### config.mk
export PLATFORM = sky130hd
export DESIGN_NAME = alu_sequencer_flat
export DESIGN_NICKNAME = d
export VERILOG_FILES = /design/src/rtl/alu_sequencer_pkg.sv /design/src/rtl/alu_sequencer_if.sv /design/src/rtl/alu_sequencer_settle_timer.sv /design/src/rtl/alu_sequencer.sv /design/src/flat_wrapper.sv
export SDC_FILE = /design/constraint.sdc
export NUM_CORES = 1
export LEC_CHECK = 0
export BUFFER_PORTS_ARGS = -buffer_cell sky130_fd_sc_hd__buf_4
export CAP_MARGIN = 10
export CORE_AREA = 2 2 106 108
export CTS_CLUSTER_DIAMETER = 200
export DETAILED_ROUTE_END_ITERATION = 10
export DIE_AREA = 0 0 108 110
export GPL_ROUTABILITY_DRIVEN = 0
export PLACE_DENSITY = 0.94
export SLEW_MARGIN = 15
export SYNTH_ARGS = -nofsm -noshare
export SYNTH_HDL_FRONTEND = slang
export SYNTH_SLANG_ARGS = --single-unit
export TNS_END_PERCENT = 100
### constraint.sdc
create_clock -name clk -period 9.7 [get_ports clk]
set_clock_uncertainty 0.2 [all_clocks]
set_input_delay 0.485 -clock clk [delete_from_list [all_inputs] [get_ports clk]]
set_output_delay 0.485 -clock clk [all_outputs]
set_load 0.05 [all_outputs]
### src/rtl/alu_sequencer_pkg.sv
// Shared ALU defines: opcodes, settle default, sequencer types.
// Imported by the sequencer and by ALU control logic.
package alu_sequencer_pkg;

  typedef enum logic [2:0] {
    OP_ADD  = 3'd0,
    OP_SUB  = 3'd1,
    OP_XOR  = 3'd2,
    OP_SLT  = 3'd3,
    OP_AND  = 3'd4,
    OP_NAND = 3'd5,
    OP_NOR  = 3'd6,
    OP_OR   = 3'd7
  } alu_op_e;

  localparam int SETTLE_DEFAULT = 4;
  localparam int TIMER_W = 4;

  typedef enum logic [1:0] {
    IDLE   = 2'd0,
    SETTLE = 2'd1,
    HOLD   = 2'd2
  } state_e;

  typedef struct packed {
    logic [31:0] result;
    logic        carryout;
    logic        zero;
    logic        overflow;
    logic [2:0]  command;
  } out_t;

endpackage

### src/rtl/alu_sequencer_if.sv
// Request, ALU-side and result handshake bundle.
// slave is the sequencer view, master the environment view.
interface alu_sequencer_if #(
  parameter int CNT_W = 16
) ();
  logic             in_valid;
  logic             in_ready;
  logic [31:0]      operandA;
  logic [31:0]      operandB;
  logic [2:0]       command;
  logic [31:0]      alu_operandA;
  logic [31:0]      alu_operandB;
  logic [2:0]       alu_command;
  logic [31:0]      alu_result;
  logic             alu_carryout;
  logic             alu_zero;
  logic             alu_overflow;
  logic             out_valid;
  logic             out_ready;
  logic [31:0]      result;
  logic             carryout;
  logic             zero;
  logic             overflow;
  logic [2:0]       result_command;
  logic             busy;
  logic [CNT_W-1:0] op_count;

  modport slave (
    input  in_valid, operandA, operandB, command,
    input  alu_result, alu_carryout, alu_zero,
    input  alu_overflow, out_ready,
    output in_ready, alu_operandA, alu_operandB,
    output alu_command, out_valid, result,
    output carryout, zero, overflow,
    output result_command, busy, op_count
  );

  modport master (
    output in_valid, operandA, operandB, command,
    output alu_result, alu_carryout, alu_zero,
    output alu_overflow, out_ready,
    input  in_ready, alu_operandA, alu_operandB,
    input  alu_command, out_valid, result,
    input  carryout, zero, overflow,
    input  result_command, busy, op_count
  );
endinterface

### src/rtl/alu_sequencer_settle_timer.sv
// Settle down-counter; done is registered so the ALU
// sees stable inputs for a full extra cycle before capture.
module settle_timer #(
  parameter int W = 4
) (
  input  logic         clk,
  input  logic         reset,
  input  logic         load,
  input  logic [W-1:0] load_value,
  output logic         done
);
  logic [W-1:0] count;
  logic         done_q;

  always_ff @(posedge clk or posedge reset) begin
    if (reset) begin
      count  <= '0;
      done_q <= 1'b0;
    end else if (load) begin
      count  <= load_value;
      done_q <= 1'b0;
    end else begin
      done_q <= (count == '0);
      if (count != '0) count <= count - W'(1);
    end
  end

  assign done = done_q;
endmodule

### src/rtl/alu_sequencer.sv
// Sequences one request through an external ALU: latch,
// wait for settle, capture, hold until downstream takes it.
module alu_sequencer
  import alu_sequencer_pkg::*;
#(
  parameter int SETTLE_CYCLES = SETTLE_DEFAULT,
  parameter int CNT_W         = 16
) (
  input logic            clk,
  input logic            reset,
  alu_sequencer_if.slave bus
);
  localparam logic [TIMER_W-1:0] LOAD_VAL =
    TIMER_W'(SETTLE_CYCLES - 1);

  state_e           state;
  state_e           state_nxt;
  logic             ready;
  logic             accept;
  logic             capture;
  logic             fire;
  logic             done;
  logic [31:0]      a_q;
  logic [31:0]      b_q;
  logic [2:0]       cmd_q;
  out_t             out_q;
  logic [CNT_W-1:0] cnt_q;

  always_comb begin
    state_nxt = state;
    ready     = 1'b0;
    capture   = 1'b0;
    fire      = 1'b0;
    unique case (state)
      IDLE: begin
        ready = 1'b1;
        if (bus.in_valid) state_nxt = SETTLE;
      end
      SETTLE: begin
        capture = done;
        if (done) state_nxt = HOLD;
      end
      HOLD: begin
        ready = bus.out_ready;
        fire  = bus.out_ready;
        if (bus.out_ready)
          state_nxt = bus.in_valid ? SETTLE : IDLE;
      end
      default: state_nxt = IDLE;
    endcase
  end

  assign accept = ready & bus.in_valid;

  settle_timer #(
    .W(TIMER_W)
  ) u_timer (
    .clk       (clk),
    .reset     (reset),
    .load      (accept),
    .load_value(LOAD_VAL),
    .done      (done)
  );

  always_ff @(posedge clk or posedge reset) begin
    if (reset) begin
      state <= IDLE;
      a_q   <= '0;
      b_q   <= '0;
      cmd_q <= '0;
      out_q <= '0;
      cnt_q <= '0;
    end else begin
      state <= state_nxt;
      if (accept) begin
        a_q   <= bus.operandA;
        b_q   <= bus.operandB;
        cmd_q <= bus.command;
      end
      if (capture) begin
        out_q.result   <= bus.alu_result;
        out_q.carryout <= bus.alu_carryout;
        out_q.zero     <= bus.alu_zero;
        out_q.overflow <= bus.alu_overflow;
        out_q.command  <= cmd_q;
      end
      if (fire) cnt_q <= cnt_q + CNT_W'(1);
    end
  end

  assign bus.in_ready       = ready;
  assign bus.alu_operandA   = a_q;
  assign bus.alu_operandB   = b_q;
  assign bus.alu_command    = cmd_q;
  assign bus.out_valid      = (state == HOLD);
  assign bus.busy           = (state != IDLE);
  assign bus.result         = out_q.result;
  assign bus.carryout       = out_q.carryout;
  assign bus.zero           = out_q.zero;
  assign bus.overflow       = out_q.overflow;
  assign bus.result_command = out_q.command;
  assign bus.op_count       = cnt_q;
endmodule

### src/flat_wrapper.sv
// flat-port wrapper written by rule: the top's interface ports become plain ports
module alu_sequencer_flat import alu_sequencer_pkg::*;
#(
  parameter int SETTLE_CYCLES = SETTLE_DEFAULT,
  parameter int CNT_W         = 16
)
  (clk, reset, bus_in_valid, bus_operandA, bus_operandB, bus_command, bus_alu_result, bus_alu_carryout, bus_alu_zero, bus_alu_overflow, bus_out_ready, bus_in_ready, bus_alu_operandA, bus_alu_operandB, bus_alu_command, bus_out_valid, bus_result, bus_carryout, bus_zero, bus_overflow, bus_result_command, bus_busy, bus_op_count);
  alu_sequencer_if #(.CNT_W(CNT_W)) bus_i ();
  input logic clk;
  input logic reset;
  input wire logic [$bits(bus_i.in_valid)-1:0] bus_in_valid;
  input wire logic [$bits(bus_i.operandA)-1:0] bus_operandA;
  input wire logic [$bits(bus_i.operandB)-1:0] bus_operandB;
  input wire logic [$bits(bus_i.command)-1:0] bus_command;
  input wire logic [$bits(bus_i.alu_result)-1:0] bus_alu_result;
  input wire logic [$bits(bus_i.alu_carryout)-1:0] bus_alu_carryout;
  input wire logic [$bits(bus_i.alu_zero)-1:0] bus_alu_zero;
  input wire logic [$bits(bus_i.alu_overflow)-1:0] bus_alu_overflow;
  input wire logic [$bits(bus_i.out_ready)-1:0] bus_out_ready;
  output wire logic [$bits(bus_i.in_ready)-1:0] bus_in_ready;
  output wire logic [$bits(bus_i.alu_operandA)-1:0] bus_alu_operandA;
  output wire logic [$bits(bus_i.alu_operandB)-1:0] bus_alu_operandB;
  output wire logic [$bits(bus_i.alu_command)-1:0] bus_alu_command;
  output wire logic [$bits(bus_i.out_valid)-1:0] bus_out_valid;
  output wire logic [$bits(bus_i.result)-1:0] bus_result;
  output wire logic [$bits(bus_i.carryout)-1:0] bus_carryout;
  output wire logic [$bits(bus_i.zero)-1:0] bus_zero;
  output wire logic [$bits(bus_i.overflow)-1:0] bus_overflow;
  output wire logic [$bits(bus_i.result_command)-1:0] bus_result_command;
  output wire logic [$bits(bus_i.busy)-1:0] bus_busy;
  output wire logic [$bits(bus_i.op_count)-1:0] bus_op_count;
  assign bus_i.in_valid = bus_in_valid;
  assign bus_i.operandA = bus_operandA;
  assign bus_i.operandB = bus_operandB;
  assign bus_i.command = bus_command;
  assign bus_i.alu_result = bus_alu_result;
  assign bus_i.alu_carryout = bus_alu_carryout;
  assign bus_i.alu_zero = bus_alu_zero;
  assign bus_i.alu_overflow = bus_alu_overflow;
  assign bus_i.out_ready = bus_out_ready;
  assign bus_in_ready = bus_i.in_ready;
  assign bus_alu_operandA = bus_i.alu_operandA;
  assign bus_alu_operandB = bus_i.alu_operandB;
  assign bus_alu_command = bus_i.alu_command;
  assign bus_out_valid = bus_i.out_valid;
  assign bus_result = bus_i.result;
  assign bus_carryout = bus_i.carryout;
  assign bus_zero = bus_i.zero;
  assign bus_overflow = bus_i.overflow;
  assign bus_result_command = bus_i.result_command;
  assign bus_busy = bus_i.busy;
  assign bus_op_count = bus_i.op_count;
  alu_sequencer #(.SETTLE_CYCLES(SETTLE_CYCLES), .CNT_W(CNT_W)) u_core (.clk(clk), .reset(reset), .bus(bus_i));
endmodule
# After elaboration in Yosys (flattened, before gate mapping)
# Cells that the tools add are included.
totals:
  output_inout_bits: 124
  inputBits: 106
  reg_bits: 128
op_classes:
  n_eq_ne: 5
  n_addsub: 2
  n_reduce_logical: 6
  bitwise: 1
  mux: 11
op_table:
  columns: ["op", "n"]
  rows:
  - ["adder 16 x 1 -> 16 bit (second input constant)", 1]
  - ["two-way mux 4 bit", 2]
  - ["two-way mux 2 bit", 3]
  - ["inequality test 2 bit (second input constant)", 3]
  - ["one-hot mux 2 bit (3 select lines)", 1]
  - ["logical NOT 4 bit", 1]
  - ["two-way mux 1 bit", 4]
  - ["nonzero test 2 bit", 2]
  - ["nonzero test 4 bit", 1]
  - ["subtractor 4 x 1 -> 4 bit (second input constant)", 1]
  - ["AND reduction 3 bit", 1]
  - ["== test 2 x 1 -> 1 bit (second input constant)", 1]
  - ["== test 2 bit (second input constant)", 1]
  - ["logical NOT 2 bit", 1]
  - ["one-hot mux 1 bit (2 select lines)", 1]
  - ["bitwise AND 1 bit", 1]

# Depth between registers and ports, before layout
logic_depth:
  word_depth: 4
  depth_mapped: 6
  mapped_depth_nobuf: 6

# By module
# Synthesis repeated with hierarchy kept, for this count alone.
hier_totals:
  cells_unflattened: 320
  hier_area_um2: 5046.1
modules_own_cells:
  columns: ["mod", "cells_each", "seq_area_each_um2", "instances", "area_per_inst_um2"]
  rows:
  - ["alu_sequencer", 295, 3078.0, 1, 4769.6]
  - ["settle_timer", 25, 125.1, 1, 276.5]

# Worst setup path after synthesis
# Ideal clock, no wire load.
synth_path:
  kind: "input -> register"
  start: "input bus_out_ready"
  end: "register u_core.cmd_q[0], in the netlist u_core.bus.alu_command[0]"
  setup_ps: 125
  path_stages: 6
  t_arrival_ps: 1847
  t_required_ps: 9375
  setup_slack_ps: 7528
  cell_sequence: "inv_2 -> a21oi_2 -> and2_4 -> buf_12 -> buf_12 -> mux2_4"
synth_via:
  elab_chain_len: 2
synth_rtl:
  columns: ["element", "line", "rtl"]
  rows:
  - ["start, declared", "flat_wrapper.sv:19", "input wire logic [$bits(bus_i.out_ready)-1:0] bus_out_ready;"]
  - ["one-hot mux 1 bit (2 select lines)", "alu_sequencer.sv:34", "unique case (state)"]
  - ["net bus_in_ready", "flat_wrapper.sv:20", "output wire logic [$bits(bus_i.in_ready)-1:0] bus_in_ready;"]
  - ["bitwise AND 1 bit", "alu_sequencer.sv:53", "assign accept = ready & bus.in_valid;"]
  - ["end signal, assigned", "alu_sequencer.sv:78", "cmd_q <= bus.command;"]
  - ["end, declared", "alu_sequencer.sv:25", "logic [2:0] cmd_q;"]
# The timed path passes the listed nets, and every way through them passes these cells.
# A chain may end at the register's enable or synchronous reset.

# Worst setup path after layout
layout_path:
  start: "register u_core.state[1]"
  end: "register u_core.b_q[24], in the netlist u_core.bus.alu_operandB[24]"
layout_via:
  elab_chain_len: 3
layout_rtl:
  columns: ["element", "line", "rtl"]
  rows:
  - ["start, declared", "alu_sequencer.sv:16", "state_e state;"]
  - ["start signal, assigned", "alu_sequencer.sv:74", "state <= state_nxt;"]
  - ["== test 2 bit or logical NOT 2 bit (tied branches)", "alu_sequencer.sv:34", null]
  - ["one-hot mux 1 bit (2 select lines) (*)", "alu_sequencer.sv:34", null]
  - ["bitwise AND 1 bit (*)", "alu_sequencer.sv:53", null]
  - ["end signal, assigned", "alu_sequencer.sv:77", "b_q <= bus.operandB;"]
  - ["end, declared", "alu_sequencer.sv:24", "logic [31:0] b_q;"]
# Mark *: on every way between the ends. The rest lies on a longest branch, timed or not.

==> flow_summary_export.csv <==
group,metric,value,unit
sta,rsz0062_at_grt,"no",
pwr,p_leak,4.24,nW
global_routing,grt_antenna_before_repair,1,
logic_synthesis,syn-num-nets,426,
clock_tree,post-cts-setup-buffer-count,0,
logic_synthesis,yosys.area_share.simple,0.0440,
cells_and_area,layout-drive-gt1-share,0.557,
clock_tree,clkLatencyLatePin,0.52,ns
floorplan,die_w,108,um
logic_synthesis,synthAdderAreaFrac,0.00473,
clock_tree,cts_root_buffer,"clkbuf_8",
global_routing,grt_pass1_vias,4514,
clock_tree,clock_sinks,128,
pwr,pwr-share-seq,0.277,
route,drc_errors,0,
setup_path,critical_path.max_fanout,59,
clock_tree,cts_buffers,17,
logic_synthesis,ys_ff_latch,128,
cells_and_area,area_delta_synth_final,63.7,%
pwr,pwr-share-clk,0.187,
setup_path,start_kind,"flop",
logic_synthesis,synth_xor_area_frac,0.0265,
logic_synthesis,synthMuxAreaShare,0.275,
pwr,power,3.46,mW
flow_run,cap_violations,0,
logic_synthesis,async_flop_share,1.00,
logic_synthesis,yosysWarningCount,0,
route,routed_via_density,4.98,
floorplan,num_rows,38,
setup_path,critPathRequiredTime,9.89,ns
route,drtPass1Iterations,4,
logic_synthesis,ys_types,30,
min_path,hp-class,"input pin to flop",
logic_synthesis,syn_inst,318,
pwr,intPower,1.89,mW
placement,hpwl,8.94,mm
setup_path,critPathKind,"flop to flop",
floorplan,io_pins,230,
logic_synthesis,synth_flop_cell,"dfrtp_1",
route,routed_wl,16.1,mm
setup_path,cp-end-kind,"flop",
setup_path,worstPathArrival,2.73,ns
sta,fin_crit_sh,0.261,
pwr,p_per_area,399,nW/um2
route,drtIter0Drc,210,
setup_path,r2r-start,"u_core.state[1]",
global_routing,grt_usage,0.272,
cells_and_area,fillCellCount,511,
floorplan,dieArea,11900,um2
logic_synthesis,synth_edf_count,0,
setup_path,rrSetupSlack,7.16,ns
logic_synthesis,synth_top_family_by_area,"multiplexers",
sta,setup_viol,0,
global_routing,grt_pass1_wl,24.0,mm
min_path,hold_start,"bus_alu_result[26]",
global_routing,grt_max_degree,78,
cells_and_area,nNetsFinal,768,
clock_tree,clk_pin_slew,0.06,ns
setup_path,crit_start,"u_core.state[1]",
status,status,"finished clean",
pwr,switchingPower,1.56,mW
logic_synthesis,yosysSeqAreaShare,0.605,
sta,finalSetupTns,0,ns
sta,report.final.slew_viol_count,0,
clock_tree,htreeDepth,4,
sta,min_period,2.54,ns
floorplan,initial_core_util,0.495,
pwr,vdd_drop_max,299,uV
sta,finalHoldViolations,0,
floorplan,die_h,110,um
floorplan,core,10700,um2
global_routing,overflow,0,
logic_synthesis,synth_area,5290,um2
route,ant_nets,0,
pwr,combPwrFrac,0.536,
placement,io_buffers,229,
route,vias,4045,
logic_synthesis,syn_area_per_cell,16.6,um2
sta,worst_slew_pin_slew,1.09,ns
sta,slew-limit-headroom,0.275,
pwr,p_sw_frac,0.452,
clock_tree,clockBufferDepth,2,
sta,fmax,394,MHz
logic_synthesis,synth-compound-area-share,0.00544,
route,wire_per_inst,19.8,um
clock_tree,cts_tree,"done",
[critical path, cell delays in order (launching register included)]
cell and delay, ns:
dfrtp_1 0.43, a21oi_2 0.20, and2_4 0.30, buf_4 0.86
mux2_4 0.37
[cells by family (layout without fill, tap and decap cells)]
logic type | Yosys count | after routing
flip-flops | 128 | 128
multiplexers | 107 | 107
adder cells (fa/ha/maj) | 2 | 2
AND/OR/NAND/NOR | 42 | 42
buffers and inverters | 18 | 372
XOR/XNOR | 16 | 16
AO/OA/AOI/OAI | 5 | 5
other | 0 | 1
[per-stage QoR]
step,cell area (um2),utilization,instances,setup slack [ns],hold WS (ns)
4_1_cts,8650,0.808,811,7.20,0.00160
3_3_place_gp,7030,0.657,678,7.10,0.263
2_1_floorplan,5290,-,318,5.60,0.235
5_1_grt,8660,0.809,813,7.09,0.00550
3_5_place_dp,7030,0.657,678,7.01,0.269
6_report,8660,0.809,813,7.16,0.0305
[state kept, by name (all words and copies together), names as in the netlist]
signal and count:
u_core.u_timer.done 1, u_core.state 2, u_core.bus.alu_operandB 32, u_core.u_timer.count 4, u_core.bus.alu_command 3, u_core.bus.op_count 16
u_core.bus.overflow 1, u_core.bus.zero 1, u_core.bus.result 32, u_core.bus.carryout 1, u_core.bus.result_command 3, u_core.bus.alu_operandA 32
[final timing paths]
path | end | depth (start not counted)
setup / recovery | u_core.bus.alu_operandB[24] | 4
hold / removal | u_core.bus.result[26] | 2
setup reg to reg | u_core.bus.alu_operandB[24] | 4
hold reg to reg | u_core.state[0] | 1
max in group asynchronous | u_core.bus.op_count[10] | 4
min in group asynchronous | u_core.bus.alu_operandB[27] | 3
[metal layers]
layer / share of wire / track usage / up-vias
met4: 0.037 / 0.148 / 0
li1: - / - / 1787
met2: 0.54 / 0.485 / 177
met1: 0.36 / 0.292 / 2034
met3: 0.060 / 0.0800 / 47
met5: 0 / 0 / -
[what timing repair did]
action	CTS	global route
endpoints found under the hold margin	152	1
hold buffers	102	1
gates resized for setup	0	0
[power groups by stage]
stage               Sequential, mW  Combinational, mW  Clock (mW)
detailed placement           0.941               1.79           0
floorplan                     1.72              0.510           0
CTS                          0.941               1.84       0.651
global placement             0.925               1.75           0
finish                       0.958               1.85       0.646
global route                 0.980               1.92       0.681
[placed cells by master, fill, tap and decap left out, types with 3 or more instances in the layout]
cell,netlist,routed
clkbuf_8,0,6
clkbuf_16,0,16
xor2_1,4,4
nor2_1,6,6
nand4_1,5,5
mux2_2,40,40
nand2_1,11,11
inv_1,5,4
mux2_4,67,67
bufinv_16,0,3
o21ai_0,3,3
dfrtp_1,128,128
nand3_1,6,6
dlygate4sd3_1,0,103
xnor2_1,12,12
buf_4,1,232
clkbuf_1,0,4
[Yosys cell counts, types with 2 or more instances]
master,count,area [um2]
dfrtp_1,128,3200
mux2_4,67,1010
mux2_2,40,450
xnor2_1,12,105
nand2_1,11,41.3
buf_12,8,160
nand3_1,6,30.0
nor2_1,6,22.5
inv_1,5,18.8
nand4_1,5,31.3
xor2_1,4,35.0
buf_2,3,15.0
o21ai_0,3,15.0
and3_1,2,12.5
ha_1,2,25.0
nand2b_1,2,12.5
[layout make-up]
| type | count | area [um2] | area share |
|---|---|---|---|
| Antenna cell | 1 | 2.50 | 0.000289 |
| Clock buffer | 26 | 498 | 0.0575 |
| Clock inverter | 5 | 100 | 0.0116 |
| Inverter | 6 | 25.0 | 0.00289 |
| Multi-Input combinational cell | 172 | 1880 | 0.217 |
| Sequential cell | 128 | 3200 | 0.370 |
| Tap cell | 140 | 175 | 0.0202 |
| Timing Repair Buffer | 335 | 2770 | 0.320 |
(Power assumes the default switching activity.)
